<file path="config.mk">
export PLATFORM = sky130hd
export DESIGN_NAME = mem_access_ctrl
export DESIGN_NICKNAME = d
export VERILOG_FILES = /design/src/rtl/mem_access_ctrl.sv
export SDC_FILE = /design/constraint.sdc
export NUM_CORES = 1
export LEC_CHECK = 0
export ABC_AREA = 1
export CAP_MARGIN = 30
export CORE_MARGIN = 1.5
export CORE_UTILIZATION = 46
export CTS_CLUSTER_DIAMETER = 60
export DETAILED_ROUTE_END_ITERATION = 10
export PLACE_DENSITY = 0.82
export SYNTH_ARGS = -nofsm -noshare
export SYNTH_HDL_FRONTEND = slang
export SYNTH_SLANG_ARGS = --single-unit
</file>
<file path="constraint.sdc">
create_clock -name clk -period 2.8 [get_ports clk]
set_clock_uncertainty 0.15 [all_clocks]
set_input_delay 0.42 -clock clk [delete_from_list [all_inputs] [get_ports clk]]
set_output_delay 0.42 -clock clk [all_outputs]
set_load 0.1 [all_outputs]
</file>
<file path="src/rtl/mem_access_ctrl.sv">
// mem_access_ctrl: load/store front-end for a 16-bit word memory with a
// combinational read port. Accepts one request at a time, range-checks the
// address, inserts WAIT_STATES idle cycles, performs one memory cycle and
// returns a held response with an error flag.
module mem_access_ctrl #(
    parameter int unsigned MEM_SIZE    = 32,
    parameter int unsigned WAIT_STATES = 1
) (
    input  logic        clk,
    input  logic        rst,
    input  logic        req_valid,
    output logic        req_ready,
    input  logic        req_we,
    input  logic [15:0] req_addr,
    input  logic [15:0] req_wdata,
    output logic        resp_valid,
    input  logic        resp_ready,
    output logic [15:0] resp_rdata,
    output logic        resp_err,
    output logic [15:0] mem_address,
    output logic [15:0] mem_wdata,
    output logic        mem_wr,
    input  logic [15:0] mem_rdata
);

    typedef enum logic [1:0] {
        IDLE   = 2'd0,
        WAIT   = 2'd1,
        ACCESS = 2'd2,
        RESP   = 2'd3
    } state_t;

    localparam logic [3:0] WAIT_LOAD = 4'(WAIT_STATES);

    state_t      state;
    logic [3:0]  wait_cnt;
    logic        we_q;
    logic [15:0] addr_q;
    logic [15:0] wdata_q;
    logic [15:0] rdata_q;
    logic        err_q;
    logic        addr_bad;

    // Unsigned full-width compare; zero-extend so MEM_SIZE itself is out of range.
    assign addr_bad = {16'd0, req_addr} >= MEM_SIZE;

    // Request sequencing: latch, wait, single memory cycle, held response.
    always_ff @(posedge clk or posedge rst) begin
        if (rst) begin
            state    <= IDLE;
            wait_cnt <= '0;
            we_q     <= 1'b0;
            addr_q   <= '0;
            wdata_q  <= '0;
            rdata_q  <= '0;
            err_q    <= 1'b0;
        end else begin
            case (state)
                IDLE: begin
                    if (req_valid) begin
                        we_q     <= req_we;
                        addr_q   <= req_addr;
                        wdata_q  <= req_wdata;
                        wait_cnt <= WAIT_LOAD;
                        if (addr_bad) begin
                            rdata_q <= '0;
                            err_q   <= 1'b1;
                            state   <= RESP;
                        end else if (WAIT_STATES == 0) begin
                            state <= ACCESS;
                        end else begin
                            state <= WAIT;
                        end
                    end
                end
                WAIT: begin
                    wait_cnt <= wait_cnt - 4'd1;
                    if (wait_cnt <= 4'd1) begin
                        state <= ACCESS;
                    end
                end
                ACCESS: begin
                    rdata_q <= we_q ? '0 : mem_rdata;
                    err_q   <= 1'b0;
                    state   <= RESP;
                end
                RESP: begin
                    if (resp_ready) begin
                        state <= IDLE;
                    end
                end
                default: state <= IDLE;
            endcase
        end
    end

    // State decodes; rst gating keeps req_ready low for the whole reset pulse.
    assign req_ready   = (state == IDLE) && !rst;
    assign resp_valid  = (state == RESP);
    assign resp_rdata  = rdata_q;
    assign resp_err    = err_q;
    assign mem_wr      = (state == ACCESS) && we_q;
    assign mem_address = addr_q;
    assign mem_wdata   = wdata_q;

endmodule

</file>
==> results by group <==
Die
  • Top-level I/O count: 105
  • Initial core utilization: 48.7%
  • DIE WIDTH: 77.5 um
  • Rows: 26
  • Die Span Y: 77.5 um
  • Core Area: 5240 um2
  • Area of the die: 6000 um2

Timing
  • Achievable frequency: 460 MHz
  • Final setup viols: 0
  • Hold Fails Final Rpt: 0
  • Worst slew pin tran: 0.692 ns
  • Final Max Tran Viols: 0
  • Tmin final: 2.18 ns
  • Hold WS: 0.330 ns
  • Worst slew margin: 53.8%
  • Setup TNS: 0 ns
  • Final Cycle Share: 77.7%
  • Unrepaired setup endpoints after global routing: no

Worst setup path
  • Nature of the critical path startpoint: flip-flop
  • Crit Path Max Fanout: 8
  • Worst Path Arrival: 1.61 ns
  • Worst R2R Path Depth: 7
  • Slowest cell on crit path: dfrtp_1
  • Largest stage delay on the critical path: 0.42 ns
  • Nature of the critical path endpoint: primary output
  • Reg2reg setup slack: 0.76 ns
  • CP Cell Sequence: inv_1 > ha_1 > inv_1 > nor2_1 > buf_4
  • Critical Path RT: 2.23 ns
  • CP dominant cell by count: inv_1
  • Crit path kind: reg2out

CTS
  • Root Buffer: clkbuf_8
  • Setup bufs post-CTS: 0
  • Sink Count: 56
  • Total CTS buffers: 5
  • Clock Latency Late Sink: 0.30 ns
  • CTS tree: done
  • CTS HTree Levels: 2
  • Cts hold-fix bufs: 0
  • Resized cells post-CTS: 0
  • Worst-case clock buffer depth: 2
  • CTS clk-pin slew, worst paths: 0.09 ns

Synthesis
  • Top cells by area, synth: dfrtp_1, nand2_1, inv_1
  • Synth area leader: dfrtp_1
  • Yosys cell types: 22
  • #FFs+latches synth: 56
  • Post-synthesis cell count: 319
  • Post-synthesis cell area: 2550 um2
  • Post-Syn Nets: 378
  • Ys Warns: 0
  • Share of the synthesized area in the top cell type: 54.9%
  • Avg Inst Size Synth: 8.00 um2
  • Sequential area share after synthesis: 54.9%

Place
  • Placed Area: 3490 um2
  • Dpl hpwl: 4030 um
  • Placed insts: 483
  • Routability congestion estimate: 0.799
  • PortBufs: 104

Final layout
  • Commonest cells after routing, fill and taps aside: nand2_1, dfrtp_1, buf_4
  • Layout cell share with drive strength beyond 1: 16.2%
  • Fill count: 420
  • Commonest non-fill, non-tap cell in the layout: nand2_1
  • Synthesis-to-finish area growth: 40.8%
  • Non-Filler Instances: 491
  • Final Instance Area: 3590 um2
  • Final net count: 479
  • Ant diodes: 0

Worst hold path
  • Worst Hold Class: reg2reg
  • Hold path depth: 2

Drt
  • ANT nets after route: 0
  • WL/cell: 11.4 um
  • Vias: 2264
  • DRT iter0 DRCs: 106
  • Drt first pass iters: 4
  • Wirelength, routed: 5590 um
  • # DRC: 0
  • Avg Vias per Cell: 4.61

GRT
  • First-pass GRT wire length: 9450 um
  • Global Route Usage Sum: 19.4%
  • Pin count of the biggest net entering global routing: 57
  • Grt total ovfl: 0
  • Vias in the first global route: 2171
  • Initial antenna violation count: 0

Flow run
  • Max Cap Violations: 0

Outcome
  • Status: finished, final reports clean
registers in the layout, summed over array words and instances, names as in the netlist:
signal	count
state	2
we_q	1
mem_address	16
resp_err	1
wait_cnt	4
mem_wdata	16
resp_rdata	16
cells in the mapped netlist (all sizes together):
master  count
nand2     148
dfrtp      56
inv        33
nor2       27
nand3      21
buf         9
o21ai       7
ha          6
a21oi       4
clkbuf      4
or2         2
nor3        1
o22ai       1
worst max-delay path, delay by kind of cell, from the launching register on:
| kind | cells | cell delay, ns |
|---|---|---|
| adder cells (fa/ha/maj) | 1 | 0.34 |
| flip-flops | 1 | 0.42 |
| AND/OR/NAND/NOR | 1 | 0.09 |
| buffers and inverters | 3 | 0.46 |
worst paths after layout:
check,startpoint,to
max reg2reg,state[0]$_DFFE_PP0P_,resp_rdata[1]$_DFFE_PP0P_
max in group asynchronous,rst,mem_address[14]$_DFFE_PP0P_
min,resp_rdata[9]$_DFFE_PP0P_,resp_rdata[9]$_DFFE_PP0P_
min reg2reg,resp_rdata[9]$_DFFE_PP0P_,resp_rdata[9]$_DFFE_PP0P_
min in group asynchronous,rst,mem_address[7]$_DFFE_PP0P_
max,state[0]$_DFFE_PP0P_,req_ready
cells by family after synthesis:
kind of cell	Yosys count	synth area share, %
AO/OA/AOI/OAI	12	2.84
adder cells (fa/ha/maj)	6	2.94
buffers and inverters	46	8.28
flip-flops	56	54.9
AND/OR/NAND/NOR	199	31.0
metrics by stage:
stage,utilization (%),setup WS [ns]
6_report,68.6,0.624
2_1_floorplan,-,0.194
3_5_place_dp,66.6,0.731
5_1_grt,68.6,0.483
4_1_cts,68.6,0.604
3_3_place_gp,66.6,0.766
layer usage:
metal,track usage (%),vias up,part of all wire [%]
li1,-,1161,-
met1,25.2,993,46
met2,32.6,101,45
met3,4.71,9,7.9
met4,4.91,0,0.98
met5,0,-,0
cell type report:
cell class                 count  area (um2)  area share (%)
clock buffer                   6        72.6            2.02
tap                           70        87.6            2.44
timing repair buffer         107         933            26.0
multi-input combinational    217         940            26.1
inverter                      33         124            3.45
sequential                    56        1400            39.0
clock inverter                 2        35.0           0.975
Power is not shown: default switching activity piles up to over one toggle a cycle in this logic, so the estimate is an artifact.
